File: src/rtl/instruction_fetch.sv
// instruction_fetch: small instruction memory with a two-entry prefetch FIFO,
// a registered read port, a branch/jump redirect and a valid/ready
// instruction output.
// Optional feature macro: IFETCH_BOUNDS_CHECK_EN. When it is defined, an
// out-of-range fetch raises a sticky fault and out-of-range loads are dropped.
// Otherwise the word index wraps modulo DEPTH.
module instruction_fetch #(
    parameter int DATA_WIDTH = 32,
    parameter int ADDR_WIDTH = 32,
    parameter int DEPTH      = 16,
    parameter logic [ADDR_WIDTH-1:0] RESET_PC = '0
) (
    input  logic                  clk,
    input  logic                  rst_n,
    input  logic                  enable,
    input  logic                  load_en,
    input  logic [ADDR_WIDTH-1:0] load_addr,
    input  logic [DATA_WIDTH-1:0] load_data,
    input  logic                  redirect_valid,
    input  logic [ADDR_WIDTH-1:0] redirect_pc,
    output logic                  instr_valid,
    input  logic                  instr_ready,
    output logic [DATA_WIDTH-1:0] instr_data,
    output logic [ADDR_WIDTH-1:0] instr_pc,
    output logic                  fault
);

    localparam int IDX_W  = $clog2(DEPTH);
    localparam int FULL_W = ADDR_WIDTH - 2;

    typedef enum logic [1:0] {
        IDLE,
        FETCH,
        FAULT
    } state_t;

    state_t state;
    state_t state_next;

    logic [ADDR_WIDTH-1:0] pc;
    logic [DATA_WIDTH-1:0] mem [DEPTH];

    // The read in flight. Its data and address become valid one edge after the issue.
    logic                  rd_pending;
    logic [DATA_WIDTH-1:0] rd_data;
    logic [ADDR_WIDTH-1:0] rd_pc;

    // Two-entry output FIFO.
    logic [DATA_WIDTH-1:0] fifo_data [2];
    logic [ADDR_WIDTH-1:0] fifo_pc [2];
    logic                  wr_ptr;
    logic                  rd_ptr;
    logic [1:0]            count;

    logic [ADDR_WIDTH-1:0] redirect_aligned;
    logic [ADDR_WIDTH-1:0] issue_pc;
    logic [FULL_W-1:0]     issue_full_idx;
    logic [FULL_W-1:0]     load_full_idx;
    logic [IDX_W-1:0]      issue_idx;
    logic [IDX_W-1:0]      load_idx;
    logic                  pop;
    logic                  push;
    logic [2:0]            occupancy;
    logic                  want_issue;
    logic                  issue;
    logic                  fault_hit;
    logic                  load_ok;
    logic                  unused_bits;

    // Issue decision: the read that starts this cycle and the address it uses.
    // A redirect bypasses its target straight into the issue, so the first
    // redirected word arrives two cycles later. A same-cycle pop frees one slot.
    always_comb begin
        redirect_aligned = {redirect_pc[ADDR_WIDTH-1:2], 2'b00};
        issue_pc         = redirect_valid ? redirect_aligned : pc;
        issue_full_idx   = issue_pc[ADDR_WIDTH-1:2];
        load_full_idx    = load_addr[ADDR_WIDTH-1:2];
        issue_idx        = issue_full_idx[IDX_W-1:0];
        load_idx         = load_full_idx[IDX_W-1:0];
        pop              = (count != 2'd0) && instr_ready && !redirect_valid;
        push             = rd_pending && !redirect_valid;
        occupancy        = {1'b0, count} + {2'b00, rd_pending} - {2'b00, pop};
        want_issue       = enable && (state != FAULT) &&
                           (redirect_valid || (occupancy < 3'd2));
`ifdef IFETCH_BOUNDS_CHECK_EN
        issue            = want_issue && (issue_full_idx < FULL_W'(DEPTH));
        fault_hit        = want_issue && (issue_full_idx >= FULL_W'(DEPTH));
        load_ok          = load_full_idx < FULL_W'(DEPTH);
`else
        issue            = want_issue;
        fault_hit        = 1'b0;
        load_ok          = 1'b1;
`endif
    end

    // Next-state logic. An out-of-range issue attempt locks the block in FAULT until reset.
    always_comb begin
        state_next = state;
        case (state)
            IDLE: begin
                if (fault_hit) begin
                    state_next = FAULT;
                end else if (enable) begin
                    state_next = FETCH;
                end
            end
            FETCH: begin
                if (fault_hit) begin
                    state_next = FAULT;
                end else if (!enable) begin
                    state_next = IDLE;
                end
            end
            FAULT: state_next = FAULT;
            default: state_next = IDLE;
        endcase
    end

    // State register.
    always_ff @(posedge clk or negedge rst_n) begin
        if (!rst_n) begin
            state <= IDLE;
        end else begin
            state <= state_next;
        end
    end

    // Program memory with a registered read port. Reset does not touch it.
    // A load and a read of the same word in one cycle return the old word.
    always_ff @(posedge clk) begin
        if (load_en && load_ok) begin
            mem[load_idx] <= load_data;
        end
        if (issue) begin
            rd_data <= mem[issue_idx];
            rd_pc   <= issue_pc;
        end
    end

    // PC and in-flight tracking. A redirect replaces any older read with the new one.
    always_ff @(posedge clk or negedge rst_n) begin
        if (!rst_n) begin
            pc         <= RESET_PC;
            rd_pending <= 1'b0;
        end else begin
            rd_pending <= issue;
            if (issue) begin
                pc <= issue_pc + ADDR_WIDTH'(4);
            end else if (redirect_valid) begin
                pc <= redirect_aligned;
            end
        end
    end

    // Output FIFO. A redirect flushes it and drops the read that would have landed.
    always_ff @(posedge clk or negedge rst_n) begin
        if (!rst_n) begin
            wr_ptr       <= 1'b0;
            rd_ptr       <= 1'b0;
            count        <= 2'd0;
            fifo_data[0] <= '0;
            fifo_data[1] <= '0;
            fifo_pc[0]   <= '0;
            fifo_pc[1]   <= '0;
        end else if (redirect_valid) begin
            wr_ptr <= 1'b0;
            rd_ptr <= 1'b0;
            count  <= 2'd0;
        end else begin
            if (push) begin
                fifo_data[wr_ptr] <= rd_data;
                fifo_pc[wr_ptr]   <= rd_pc;
                wr_ptr            <= ~wr_ptr;
            end
            if (pop) begin
                rd_ptr <= ~rd_ptr;
            end
            count <= count + {1'b0, push} - {1'b0, pop};
        end
    end

    assign instr_valid = (count != 2'd0);
    assign instr_data  = instr_valid ? fifo_data[rd_ptr] : '0;
    assign instr_pc    = instr_valid ? fifo_pc[rd_ptr] : '0;

`ifdef IFETCH_BOUNDS_CHECK_EN
    assign fault = (state == FAULT);
`else
    assign fault = 1'b0;
`endif

    // The block ignores the byte-offset bits and, when wrapping, the upper index bits.
    assign unused_bits = ^{load_addr[1:0], redirect_pc[1:0], issue_full_idx, load_full_idx};

endmodule

File: config.mk
export PLATFORM = sky130hd
export DESIGN_NAME = instruction_fetch
export DESIGN_NICKNAME = d
export VERILOG_FILES = /design/src/rtl/instruction_fetch.sv
export SDC_FILE = /design/constraint.sdc
export NUM_CORES = 1
export LEC_CHECK = 0
export CAP_MARGIN = 20
export CORE_MARGIN = 3
export CORE_UTILIZATION = 61
export CTS_CLUSTER_SIZE = 30
export DETAILED_ROUTE_END_ITERATION = 8
export PLACE_DENSITY = 0.87
export SLEW_MARGIN = 20
export SYNTH_ARGS = -nofsm -noshare
export SYNTH_HDL_FRONTEND = slang
export SYNTH_SLANG_ARGS = --single-unit
File: constraint.sdc
create_clock -name clk -period 14.7 [get_ports clk]
set_clock_uncertainty 0.2 [all_clocks]
set_input_delay 2.94 -clock clk [delete_from_list [all_inputs] [get_ports clk]]
set_output_delay 2.94 -clock clk [all_outputs]
set_load 0.1 [all_outputs]
==> reports/results.tsv, run 1 <==
metric	value	unit
synth.avg_cell_area	16.38	µm²
hold_path.class	reg -> reg	
root_buffer	clkbuf_16	
outcome	finished clean	
grt_pass1_wl	106000	µm
grt_usage	0.2790	
drc	0	
postCtsSetupBuffers	0	
wl_per_cell	26.66	µm
drive_gt1_frac	0.1925	
hp-start	state[1]	
fin_nets	2068	
cts.repair.resized	0	
r2r-start	pc[2]	
layout_common_cells	576 x edfxtp_1, 209 x nand2_1, 166 x dfrtp_1	
num-fill-cells	2757	
clock_latency	610	ps
clkTransAtPathRegs	60	ps
io_buffers	136	
arrival	3680	ps
dieWidth	226.7	µm
cts.sinks	743	
area_growth	15.11	%
grt_setup_unrepaired	false	
grt_max_degree	109	
p_sw_frac	0.3062	
r2r_slack	10610	ps
synthSimpleGateAreaFrac	0.06605	
finalHoldViolCount	0	
cts_hold_buf	0	
pin_count	168	
ant_nets	0	
setup_violations	0	
via_per_inst	6.513	
finalInstanceArea	34190	µm²
max_stage_delay	1190	ps
ys_warn_count	0	
tns	0	ps
floorplan.rows	80	
relSlewSlack	0.2259	
timing.final.crit_share	0.4637	
vias	17190	
yosysUniqueCellTypes	59	
endpoint_kind	output pin	
post-dp-hpwl	37190	µm
synthMuxAreaShare	0.1382	
min_path_cells	1	
synth-xor-area-share	0.009140	
async_flop_share	0.2248	
synth.area.top_cells	edfxtp_1 58%, dfrtp_1 14%, mux2_2 5.4%	
reg2reg_to	pc[26]	
ir_worst_vdd	0.1057	mV
yosysSeqAreaShare	0.7230	
synthAdderAreaFrac	0.001516	
synth-compound-area-share	0.04381	
power.density	172.1	nW/µm²
htreeDepth	3	
syn_nets	1919	
fp.coreArea	47950	µm²
grt_pass1_vias	17700	
switchingPower	0.001802	W
maxSlewViolCount	0	
yosys.area.top_type	edfxtp_1	
cp_max_fo	33	
netlist_area	29700	µm²
first_iter_violations	2251	
die-height	226.7	µm
combPwrFrac	0.232	
cts_buffer_depth	3	
whs	256.0	ps
initial_core_util	0.6195	
synth_top_area_frac	0.5823	
ys_seq_elements	743	
overflow	0	
min_to	state[0]	
p_leak	11.93	nW
synth-edff-count	576	
wirelength	70380	µm
power_frac_seq	0.458	
critPathRequiredTime	11560	ps
internal_power	0.004084	W
worst_pin_slew	1161	ps
synthFlopType	edfxtp_1	
dieArea	51380	µm²
final_common_cell	edfxtp_1	
gp_congestion	0.7999	
placed_area	31810	µm²
critPathKind	reg -> out	
rr_worst_depth	9	
antenna_found_initial	5	
maxCapViolations	0	
postSynthCellCount	1814	
slowest_stage	clkdlybuf4s50_1	
clockPowerShare	0.310	
synth_top_family_by_area	multiplexers	
cp-start-kind	flip-flop	
fin_crit	6817	ps
cp_cell_sequence	buf_4, mux2i_1, nor2_1, clkdlybuf4s50_1	
fmax	0.1467	GHz
cts_tree	built	
cts_buffers	74	
drtPass1Iterations	6	
power by group through the flow:
stage                     Combinational (W)  Clock [W]  Sequential [W]
after floorplan                     0.00102          0         0.00267
after global placement              0.00130          0         0.00271
after detailed placement            0.00135          0         0.00273
after CTS                           0.00136    0.00185         0.00269
after global routing                0.00144    0.00193         0.00272
final                               0.00136    0.00183         0.00270
per-layer routing:
metal	wire length, µm	global-route usage	up-vias
met5	13	0	-
met4	2409	0.1053	2
met3	7509	0.06111	200
met2	35290	0.4665	1106
met1	25160	0.3637	8643
li1	-	-	7242
state kept, by name (all words and copies together) (netlist names):
signal and cells:
fifo_pc 64, wr_ptr 1, rd_pending 1, state 2, rd_data 32, rd_pc 32, rd_ptr 1, pc 32
mem 512, count 2, fifo_data 64
layout make-up:
| cell class | instances | area, µm² | area share |
|---|---|---|---|
| flip-flops and latches | 743 | 21480 | 0.6282 |
| multi-input cells | 951 | 7851 | 0.2296 |
| clock buffers | 92 | 2003 | 0.05858 |
| repair buffers | 174 | 1659 | 0.04852 |
| well taps | 615 | 769.5 | 0.02250 |
| clock inverters | 42 | 341.6 | 0.009990 |
| inverters | 19 | 78.83 | 0.002305 |
| diodes | 4 | 10.01 | 0.0002927 |
worst max-delay path, delay by kind of cell, from the launching register on:
kind,cells,cell delay (ps)
DFF,1,850
muxes,1,180
buffers and inverters,2,1800
and+or+nand+nor,1,220
kinds of logic (layout without fill, tap and decap cells):
family	Yosys count	after routing
AOI/OAI and AO/OA	169	169
xor gates and xnor gates	31	31
adders and majority gates	3	3
buffers and inverters	120	327
DFF	743	743
muxes	312	312
other	1	5
and+or+nand+nor	435	435
cell usage after synthesis (2+ instances only):
library cell,instances
a21boi_0,2
buf_6,3
o32ai_2,2
and4_1,3
o31ai_1,32
clkbuf_1,40
nand3b_4,2
a32o_1,36
nor3_1,9
nor2b_1,8
nand3_1,76
mux2_2,142
xnor2_1,24
nand2_1,209
buf_4,5
dfrtp_1,167
ha_1,2
nor3b_1,2
a21oi_1,40
edfxtp_1,576
inv_2,3
o22ai_1,2
a22oi_1,33
a21o_1,4
xor2_1,7
mux4_2,64
nand3b_1,5
mux2i_1,105
and2_1,2
a2111oi_2,2
buf_2,39
nand2b_1,8
a31oi_1,3
inv_1,16
nand4_1,10
nand4b_1,2
nor2_1,90
buf_1,14
o21ai_0,5
per-stage QoR:
stage	std cells	setup slack [ps]	power, W	utilization
after CTS	2635	7829	0.005904	0.7124
after global routing	2637	7758	0.006093	0.7130
after detailed placement	2501	7468	0.004080	0.6635
after floorplan	1814	5765	0.003694	-
final	2640	7883	0.005886	0.7132
after global placement	2501	7532	0.004007	0.6635
worst max-delay path by stage:
stage	depth (start not counted)	endpoint	start	slack, ps
floorplan	14	pc[6]	redirect_valid	5760
global placement	11	pc[26]	redirect_valid	7530
detailed placement	11	pc[26]	redirect_valid	7470
CTS	4	instr_data[31]	rd_ptr	7830
global route	4	instr_data[31]	rd_ptr	7760
finish	4	instr_data[31]	rd_ptr	7880
No activity file was read; power rests on OpenSTA's default activity.
==> run 2: changes to the inputs <==
Settings changed: CORE_UTILIZATION 61 to 54, PLACE_DENSITY 0.87 to 0.82.
Clock period 14.7 ns to 5.7 ns, I/O delays scaled along.
==> run 2 against run 1 <==
- core utilization down 7.8 points
- global-route usage fell by 4.3 points
- register-to-register slack got worse by 8300 ps
- clock-buffer cell count rose by 9
- sequential share of layout area decreased by 0.32 points
- combinational power grew to 2.6 times the previous value
- routed wire length fell by 4.1%
- worst hold slack worse by 25 ps
- power rose to 2.6 times the previous value
- design area increased by 0.51%
- via count decreased by 1.3%
- sequential power grew to 2.6 times the previous value
- largest cell class unchanged
- highest routed layer unchanged
==> reports/results.tsv, run 2 (synthesis gave the netlist of run 1 again) <==
metric	value	unit	change
outcome	finished clean		unchanged
p_leak	11.96	nW	was 11.93 nW
worst_pin_slew	1120	ps	was 1161 ps
placed_area	32040	µm²	was 31810 µm²
layout_common_cells	576 x edfxtp_1, 209 x nand2_1, 166 x dfrtp_1		unchanged
dieWidth	240.5	µm	was 226.7 µm
grt_pass1_wl	102700	µm	was 106000 µm
area_growth	15.70	%	was 15.11%
num-fill-cells	3563		was 2757
finalHoldViolCount	0		unchanged
hp-start	state[1]		unchanged
via_per_inst	6.216		was 6.513
io_buffers	136		unchanged
grt_use_met2	0.3849		was 0.4665
final_util	0.6349		was 0.7132
grt_pass1_vias	17760		was 17700
min_path_cells	1		unchanged
postCtsSetupBuffers	0		unchanged
arrival	3400	ps	was 3680 ps
slowest_stage	clkdlybuf4s50_1		unchanged
drive_gt1_frac	0.1923		was 0.1925
cts_hold_buf	0		unchanged
max_stage_delay	1190	ps	about the same
first_iter_violations	1636		was 2251
fin_crit	4740	ps	
floorplan.rows	85		was 80
cts.repair.resized	0		unchanged
critPathRequiredTime	4360	ps	was 11560 ps
ir_worst_vdd	0.2767	mV	was 0.1057 mV
wl_per_cell	24.72	µm	was 26.66 µm
power.density	439.8	nW/µm²	was 172.1 nW/µm²
rr_worst_depth	7		was 9
path_buf_inv	2		unchanged
tns	0	ps	unchanged
drtPass1Iterations	6		unchanged
use_met1	0.3089		was 0.3637
gp_congestion	0.8159		was 0.7999
worst_path_dominant_cell_family	buffers and inverters		unchanged
finalInstanceArea	34370	µm²	was 34190 µm²
relSlewSlack	0.2515		was 0.2259
clock_latency	600	ps	was 610 ps
cp-start-kind	flip-flop		unchanged
fin_cells	2731		was 2640
dieArea	57860	µm²	was 51380 µm²
drc	0		unchanged
clkTransAtPathRegs	60	ps	about the same
htreeDepth	3		unchanged
antenna_found_initial	4		was 5
ant_nets	0		unchanged
dp_cells	2594		was 2501
fp.coreArea	54130	µm²	was 47950 µm²
maxSlewViolCount	0		unchanged
wirelength	67500	µm	was 70380 µm
cts_buffers	74		unchanged
top_regs	mem x512, fifo_data x64, fifo_pc x64		unchanged
endpoint_kind	output pin		unchanged
setup_violations	0		unchanged
cts_buffer_depth	3		unchanged
largest_reg_flops	512		unchanged
r2r_slack	2360	ps	was 10610 ps
crit_start	rd_ptr		unchanged
cts.sinks	743		unchanged
reg2reg_to	rd_pc[12]		was pc[26]
grt_usage	0.2362		was 0.2790
critPathKind	reg -> out		unchanged
initial_core_util	0.5487		was 0.6195
timing.final.crit_share	0.8316		
final_common_cell	edfxtp_1		unchanged
vias	16980		was 17190
met3_usage	0.06171		was 0.06111
r2r-start	count[1]		was pc[2]
top_register	mem		unchanged
root_buffer	clkbuf_16		unchanged
cp_cell_sequence	buf_4, mux2i_1, nor2_1, clkdlybuf4s50_1		unchanged
maxCapViolations	0		unchanged
cts_tree	built		unchanged
overflow	0		unchanged
die-height	240.5	µm	was 226.7 µm
grt_setup_unrepaired	false		unchanged
pin_count	168		unchanged
hold_path.class	reg -> reg		unchanged
grt_max_degree	105		was 109
post-dp-hpwl	38800	µm	was 37190 µm
top_usage_layer	met2		unchanged
cp_max_fo	27		was 33
fmax	0.2110	GHz	
fin_nets	2079		was 2068
min_to	state[0]		unchanged
==> run 2: changes by cell type in the layout (fill, tap and decap cells not counted), moves of 2 or more <==
cell / change
diode_2: -2
inv_6: -3
buf_12: +2
clkinv_1: +2
clkbuf_1: +8
buf_4: +10
clkinv_2: -4
==> run 2: cell type report <==
type | instances | area (µm²) | area share
Antenna cell | 2 | 5.005 | 0.0001456
Clock buffer | 101 | 2058 | 0.05989
Clock inverter | 34 | 261.5 | 0.007609
Inverter | 19 | 78.83 | 0.002294
Multi-Input combinational cell | 951 | 7851 | 0.2284
Sequential cell | 743 | 21480 | 0.6250
Tap cell | 696 | 870.8 | 0.02534
Timing Repair Buffer | 185 | 1763 | 0.05130
==> run 2: metal layers <==
metal  up-vias  routed length [µm]
met5         -                  31
met4         4                2233
met3       195                6656
met2       906               33050
met1      8614               25530
li1       7257                   -
==> run 2: stage by stage <==
| step | total power (W) | setup slack, ps | hold slack [ps] |
|---|---|---|---|
| after detailed placement | 0.01055 | 1250 | 232.8 |
| final | 0.01511 | 959.7 | 230.5 |
| after global routing | 0.01566 | 785.1 | 240.9 |
| after global placement | 0.01040 | 1261 | 210.7 |
| after CTS | 0.01519 | 909.6 | 230.6 |
| after floorplan | 0.009522 | 542.0 | 203.5 |
==> run 2: power by group <==
part	switching, W	internal (W)
sequential	0.000353	0.00656
combinational	0.00229	0.00126
clock	0.00195	0.00271
==> run 2: how the worst max path moves through the flow <==
stage / endpoint / slack (ps) / cells past startpoint
finish: instr_data[29] / 960 / 4
global route: instr_data[1] / 790 / 4
CTS: instr_data[29] / 910 / 4
detailed placement: rd_pc[0] / 1250 / 8
global placement: rd_pc[1] / 1260 / 8
floorplan: pc[6] / 540 / 14
